<file path="src/rtl/cpu_pkg.sv">
// Shared definitions for the 6502 write-back slice.
// Contents:
//   reg_dest_t   - destination register selector carried with each EX result
//   wb_entry_t   - one buffered write-back entry (result byte, dest, new P, P write-enable)
//   P_*          - bit positions inside the processor status register
//   BUSY_*       - bit positions inside the busy vector reported to decode
//   fix_status   - applies the architectural fixed bits of P (U=1, B=0)
package cpu_pkg;

   typedef enum logic [2:0] {
      DEST_NONE = 3'd0,
      DEST_A    = 3'd1,
      DEST_X    = 3'd2,
      DEST_Y    = 3'd3,
      DEST_SP   = 3'd4
   } reg_dest_t;

   localparam int P_C = 0;
   localparam int P_Z = 1;
   localparam int P_I = 2;
   localparam int P_D = 3;
   localparam int P_B = 4;
   localparam int P_U = 5;
   localparam int P_V = 6;
   localparam int P_N = 7;

   localparam int BUSY_A  = 0;
   localparam int BUSY_X  = 1;
   localparam int BUSY_Y  = 2;
   localparam int BUSY_SP = 3;
   localparam int BUSY_P  = 4;

   typedef struct packed {
      logic [7:0] res;
      reg_dest_t  dest;
      logic [7:0] status;
      logic       status_we;
   } wb_entry_t;

   // The unused bit 5 always reads as 1 and the B flag never exists inside
   // the register itself (it only appears in pushed copies of P).
   function automatic logic [7:0] fix_status(input logic [7:0] s);
      logic [7:0] r;
      r      = s;
      r[P_U] = 1'b1;
      r[P_B] = 1'b0;
      return r;
   endfunction

endpackage

</file>
<file path="src/rtl/wb_skid_fifo.sv">
// Small FIFO of write-back entries sitting between EX and the register file.
// Ports:
//   clk, rst             - clock and asynchronous active-high reset
//   push, push_data      - enqueue one entry (caller guarantees not full)
//   pop                  - drop the head entry (caller guarantees not empty)
//   flush                - discard everything; wins over push and pop
//   head                 - oldest entry
//   count, full          - occupancy, registered
//   age_entry/age_valid  - all slots presented oldest-first with a valid flag,
//                          so the consumer can forward and compute busy bits
module wb_skid_fifo
   import cpu_pkg::*;
#(
   parameter int DEPTH = 2
) (
   input  logic                       clk,
   input  logic                       rst,
   input  logic                       push,
   input  wb_entry_t                  push_data,
   input  logic                       pop,
   input  logic                       flush,
   output wb_entry_t                  head,
   output logic [$clog2(DEPTH+1)-1:0] count,
   output logic                       full,
   output wb_entry_t                  age_entry [DEPTH],
   output logic [DEPTH-1:0]           age_valid
);

   localparam int PW = $clog2(DEPTH);
   localparam int CW = $clog2(DEPTH+1);

   wb_entry_t     mem [DEPTH];
   logic [PW-1:0] rd_ptr;
   logic [PW-1:0] wr_ptr;

   // Pointer and occupancy bookkeeping. DEPTH is a power of two, so the
   // pointers simply roll over. A flush empties the buffer in one edge and
   // beats any push or pop issued in the same cycle.
   always_ff @(posedge clk or posedge rst) begin
      if (rst) begin
         rd_ptr <= '0;
         wr_ptr <= '0;
         count  <= '0;
      end else if (flush) begin
         rd_ptr <= '0;
         wr_ptr <= '0;
         count  <= '0;
      end else begin
         if (push) begin
            wr_ptr <= wr_ptr + 1'b1;
         end
         if (pop) begin
            rd_ptr <= rd_ptr + 1'b1;
         end
         case ({push, pop})
            2'b10:   count <= count + 1'b1;
            2'b01:   count <= count - 1'b1;
            default: count <= count;
         endcase
      end
   end

   // Entry storage needs no reset: a slot is only ever looked at while the
   // occupancy count says it holds live data.
   always_ff @(posedge clk) begin
      if (push && !flush) begin
         mem[wr_ptr] <= push_data;
      end
   end

   assign head = mem[rd_ptr];
   assign full = (count == CW'(DEPTH));

   // Re-order the storage oldest-first so the youngest live entry is simply
   // the highest valid index.
   for (genvar i = 0; i < DEPTH; i++) begin : g_age
      assign age_entry[i] = mem[rd_ptr + PW'(i)];
      assign age_valid[i] = (CW'(i) < count);
   end

endmodule

</file>
<file path="src/rtl/wb_regfile.sv">
// Write-back end of the EX stage: buffers EX results in a skid FIFO and
// commits one per cycle into the 6502 architectural registers A, X, Y, SP, P.
// Ports:
//   clk_i, rst_i                  - clock, asynchronous active-high reset
//   ex_valid_i / ex_ready_o       - EX result handshake
//   alu_res_i, dest_i             - result (low byte used) and destination
//   status_reg_i, status_reg_we_i - new P and its write-enable
//   flush_i                       - discard all uncommitted entries
//   wb_stall_i                    - hold off commit this cycle
//   status_reg_o                  - P as the ALU must see it (forwarded)
//   a_o, x_o, y_o, sp_o           - architectural register values
//   busy_o                        - {P, SP, Y, X, A}: a pending entry writes it
module wb_regfile
   import cpu_pkg::*;
#(
   parameter int         DEPTH  = 2,
   parameter logic [7:0] SP_RST = 8'hFD,
   parameter logic [7:0] P_RST  = 8'h24
) (
   input  logic        clk_i,
   input  logic        rst_i,
   input  logic        ex_valid_i,
   output logic        ex_ready_o,
   input  logic [15:0] alu_res_i,
   input  reg_dest_t   dest_i,
   input  logic [7:0]  status_reg_i,
   input  logic        status_reg_we_i,
   input  logic        flush_i,
   input  logic        wb_stall_i,
   output logic [7:0]  status_reg_o,
   output logic [7:0]  a_o,
   output logic [7:0]  x_o,
   output logic [7:0]  y_o,
   output logic [7:0]  sp_o,
   output logic [4:0]  busy_o
);

   localparam int CW = $clog2(DEPTH+1);

   wb_entry_t        in_entry;
   wb_entry_t        head;
   wb_entry_t        age_entry [DEPTH];
   logic [DEPTH-1:0] age_valid;
   logic [CW-1:0]    count;
   logic             full;
   logic             push;
   logic             pop;
   logic [7:0]       p_q;
   logic [7:0]       fwd_status;
   logic             unused_res_hi;

   // Only the low byte of the ALU result reaches the 8-bit registers.
   assign unused_res_hi = ^alu_res_i[15:8];

   assign in_entry = '{res:       alu_res_i[7:0],
                       dest:      dest_i,
                       status:    status_reg_i,
                       status_we: status_reg_we_i};

   // Ready comes purely from the registered count, so a full buffer refuses
   // a new entry even in a cycle where it also commits, and stall has no
   // combinational route to ready.
   assign ex_ready_o = !full;
   assign push       = ex_valid_i && ex_ready_o && !flush_i;
   assign pop        = (count != '0) && !wb_stall_i && !flush_i;

   wb_skid_fifo #(
      .DEPTH(DEPTH)
   ) u_fifo (
      .clk       (clk_i),
      .rst       (rst_i),
      .push      (push),
      .push_data (in_entry),
      .pop       (pop),
      .flush     (flush_i),
      .head      (head),
      .count     (count),
      .full      (full),
      .age_entry (age_entry),
      .age_valid (age_valid)
   );

   // Architectural registers. A commit applies the head entry's register
   // write and/or status write at this edge; a NONE entry without a status
   // write just disappears from the buffer.
   always_ff @(posedge clk_i or posedge rst_i) begin
      if (rst_i) begin
         a_o  <= '0;
         x_o  <= '0;
         y_o  <= '0;
         sp_o <= SP_RST;
         p_q  <= P_RST;
      end else if (pop) begin
         case (head.dest)
            DEST_A:  a_o  <= head.res;
            DEST_X:  x_o  <= head.res;
            DEST_Y:  y_o  <= head.res;
            DEST_SP: sp_o <= head.res;
            default: ;
         endcase
         if (head.status_we) begin
            p_q <= fix_status(head.status);
         end
      end
   end

   // Status forwarding: the youngest buffered status write wins, otherwise
   // the committed P. The live EX input is deliberately not forwarded since
   // it is itself computed from this output.
   always_comb begin
      fwd_status = p_q;
      for (int i = 0; i < DEPTH; i++) begin
         if (age_valid[i] && age_entry[i].status_we) begin
            fwd_status = age_entry[i].status;
         end
      end
      status_reg_o = fix_status(fwd_status);
   end

   // Busy vector for decode: any live entry targeting a register marks it,
   // and any live status write marks P.
   always_comb begin
      busy_o = '0;
      for (int i = 0; i < DEPTH; i++) begin
         if (age_valid[i]) begin
            case (age_entry[i].dest)
               DEST_A:  busy_o[BUSY_A]  = 1'b1;
               DEST_X:  busy_o[BUSY_X]  = 1'b1;
               DEST_Y:  busy_o[BUSY_Y]  = 1'b1;
               DEST_SP: busy_o[BUSY_SP] = 1'b1;
               default: ;
            endcase
            if (age_entry[i].status_we) begin
               busy_o[BUSY_P] = 1'b1;
            end
         end
      end
   end

`ifndef SYNTHESIS
   // An unknown valid while we are able to accept would silently corrupt
   // the buffer, so flag it loudly in simulation.
   a_valid_known : assert property (@(posedge clk_i) disable iff (rst_i)
      ex_ready_o |-> !$isunknown(ex_valid_i));
`endif

endmodule

</file>
<file path="config.mk">
export PLATFORM = sky130hd
export DESIGN_NAME = wb_regfile
export DESIGN_NICKNAME = d
export VERILOG_FILES = /design/src/rtl/cpu_pkg.sv /design/src/rtl/wb_skid_fifo.sv /design/src/rtl/wb_regfile.sv
export SDC_FILE = /design/constraint.sdc
export NUM_CORES = 1
export LEC_CHECK = 0
export ABC_AREA = 1
export CAP_MARGIN = 40
export CORE_UTILIZATION = 57
export CTS_BUF_LIST = sky130_fd_sc_hd__clkbuf_4 sky130_fd_sc_hd__clkbuf_8
export DETAILED_ROUTE_END_ITERATION = 10
export HOLD_SLACK_MARGIN = 0.03
export PLACE_DENSITY = 0.85
export SLEW_MARGIN = 20
export SYNTH_ARGS = -nofsm -noshare
export SYNTH_HDL_FRONTEND = slang
export SYNTH_SLANG_ARGS = --single-unit
</file>
<file path="constraint.sdc">
create_clock -name clk_i -period 6.8 [get_ports clk_i]
set_clock_uncertainty 0.2 [all_clocks]
set_input_delay 1.02 -clock clk_i [delete_from_list [all_inputs] [get_ports clk_i]]
set_output_delay 1.02 -clock clk_i [all_outputs]
set_load 0.02 [all_outputs]
</file>
==> metrics.md <==
| Metric | Value |
|---|---|
| Status | `finished clean` |
| Most common cell on crit path | `nand2_1` |
| RSZ-0062 raised after global routing | `false` |
| Ant. Diodes | `0` |
| FP Rows | `29` |
| Routed Antenna Nets | `0` |
| CTS tree | `yes` |
| WP data required | `5580 ps` |
| Hold Crit Class | `reg2reg` |
| CTS clk-pin slew, worst paths | `80 ps` |
| Syn-to-layout area delta | `22.7%` |
| Cts bufs inserted | `9` |
| Fmax | `240 MHz` |
| Hold path start | `sp_o[0]` |
| Chip height | `83.3 µm` |
| Initial antenna violation count | `0` |
| Final core occ | `0.728` |
| Tcrit/Tclk final | `0.613` |
| Yosys cell types | `25` |
| First-pass GRT wire length | `13100 µm` |
| Delay-heaviest family, CP | `buffers and inverters` |
| Starting density of the core | `0.594` |
| Synth warnings | `0` |
| Post-CTS setup buffers | `0` |
| Buffers on Ports | `66` |
| Mapped Cells | `408` |
| Die Wd | `83.3 µm` |
| Critical path class | `reg2out` |
| Critical Path Start Type | `register` |
| Gr usage total | `0.245` |
| Vias per inst | `5.46` |
| Top-count cell post-synth | `nand2_1` |
| Per-cell routed wire length | `14.3 µm` |
| Hold_buf cts | `0` |
| Buf+Inv Stages, Crit Path | `3` |
| M1 WL | `3180 µm` |
| Minimum clock period | `4170 ps` |
| Core area | `6350 µm²` |
| Setup ws final | `2630 ps` |
| Post-synthesis cell area | `3770 µm²` |
| P_leak | `2.12 nW` |
| Via count | `3008` |
| Layout fillers | `441` |
| Final setup vio count | `0` |
| Launching point of the worst reg2reg path | `u_fifo.rd_ptr` |
| Final Max Slew Viols | `0` |
| Crit path from | `u_fifo.rd_ptr` |
| Mapped Nets | `444` |
| Final Hold Vio Count | `0` |
| Final RePlAce weighted congestion | `0.823` |
| CTS HTree Levels | `3` |
| Skew-Pair Late Insertion Delay | `350 ps` |
| Met3 Wirelength | `469 µm` |
| CTS Sinks | `78` |
| Slew headroom | `0.627` |
| Commonest register cell after synthesis | `edfxtp_1` |
| Avg Cell Area, Syn | `9.24 µm²` |
| Post-synthesis sequential area ratio | `0.568` |
| Setup TNS | `0 ps` |
| DRC Markers | `0` |
| DR top layer | `met4` |
| Slew @ Worst Pin | `558 ps` |
| Worst Path Max Fanout | `41` |
| Post-place setup slack | `3030 ps` |
| Boundary pin count | `79` |
| Root Buffer | `clkbuf_8` |
| Post-synth top cells | `167 x nand2_1, 39 x nand4_1, 36 x edfxtp_1, 34 x dfrtp_1, 33 x inv_1` |
| Max Cap Viol | `0` |
| Die area | `6940 µm²` |
| Vias in the first global route | `2799` |
| Gr ovfl total | `0` |
| DP Wirelength | `5290 µm` |
| First-pass iteration count of the detailed router | `5` |
| Async SR Flop Fraction | `0.538` |
| Dominant cells by area after synthesis | `edfxtp_1 29%, dfrtp_1 23%, nand2_1 17%, nand4_1 6.5%, dfstp_2 5.6%` |
| Layout Nets | `505` |
| Power Density | `417 nW/µm²` |
| Final WL | `7860 µm` |
| CP max stage delay | `640 ps` |
| DR WL met2 | `3970 µm` |
| Crit path cell chain | `buf_4 > inv_2 > nand2_1 > nand2_1 > nor2_8 > nand3_1 > o21ai_1 > clkdlybuf4s50_1` |
| FF+latch count, synth | `78` |
| Arr. time, crit path | `2950 ps` |
| Layout cells sized above 1 | `0.0992` |
| Largest net degree at the start of global routing | `44` |
| Crit end category | `primary output` |
| Resized cells post-CTS | `0` |
| Post-synth EDFFs | `36` |
| Iter 0 DRT Violations | `222` |
| CP max-delay cell | `clkdlybuf4s50_1` |
| Worst vdd ir | `0.000255 V` |
| Clock tree buffer depth | `2` |
| Synth top area share | `0.287` |
| Largest area contributor in the netlist | `edfxtp_1` |
[tightest hold or removal path, cell delays in order, from the launching register on]
cell and delay [ps]:
dfstp_2 370, nand2_1 50, nand2_1 40
[flip-flops by register name, indices dropped and copies added (netlist names)]
name / count
u_fifo.mem: 36
a_o: 8
sp_o: 8
x_o: 8
y_o: 8
p_q: 6
u_fifo.count: 2
u_fifo.rd_ptr: 1
u_fifo.wr_ptr: 1
[metrics by stage]
stage	hold WS, ps	power, mW	instances	cell area [µm²]
3_3_place_gp	255	1.52	535	4410
3_5_place_dp	257	1.55	535	4410
2_1_floorplan	274	1.22	408	3770
5_1_grt	283	2.04	551	4630
6_report	267	1.93	551	4630
4_1_cts	270	1.94	551	4630
[per-layer routing]
layer  vias to the layer above  GRT usage
met1                      1405      0.310
met2                       113      0.399
met3                        22     0.0457
met4                         0      0.133
li1                       1468          -
met5                         -          0
[power breakdown]
| part | total (mW) | switching [mW] | internal [mW] |
|---|---|---|---|
| Sequential | 0.698 | 0.0605 | 0.637 |
| Clock | 0.382 | 0.163 | 0.219 |
| Combinational | 0.852 | 0.519 | 0.333 |
| Total | 1.93 | 0.742 | 1.19 |
[final timing paths]
kind / endpoint / slack, ps / depth (start not counted)
min in group asynchronous: y_o[4] / 900 / 3
worst min-delay path: sp_o[0] / 270 / 2
worst min register to register: sp_o[0] / 270 / 2
worst max-delay path: busy_o[3] / 2630 / 8
worst max register to register: sp_o[1] / 4460 / 8
max in group asynchronous: sp_o[0] / 5140 / 3
[cells in the final DEF, fill, tap and decap left out, drive strengths merged, types with 2 or more instances in the layout]
master	Yosys	layout
nand2	173	173
clkdlybuf4s50	0	66
nand4	39	39
inv	37	37
edfxtp	36	36
dfrtp	34	34
nand3	23	23
o21ai	20	20
clkbuf	1	12
nor2	10	10
dfstp	8	8
buf	19	4
a21oi	3	3
ha	3	3
conb	2	2
bufinv	0	2
[final cells by class]
cell class	count	area, µm²	share of cell area
tap	77	96.3	0.0208
sequential	78	2140	0.463
clock inverter	4	72.6	0.0157
multi-input combinational	273	1340	0.289
timing repair buffer	70	691	0.149
clock buffer	12	146	0.0316
inverter	37	141	0.0306
[cells by family (layout without fill, tap and decap cells)]
logic type               count (synthesis)  after routing  synth area share
other                                    2              2           0.00199
buffers and inverters                   57            123            0.0773
AO/OA/AOI/OAI                           23             23            0.0315
AND/OR/NAND/NOR                        245            245             0.311
flip-flops                              78             78             0.568
adder cells (fa/ha/maj)                  3              3           0.00996
Power figures use the tool's default switching activity.
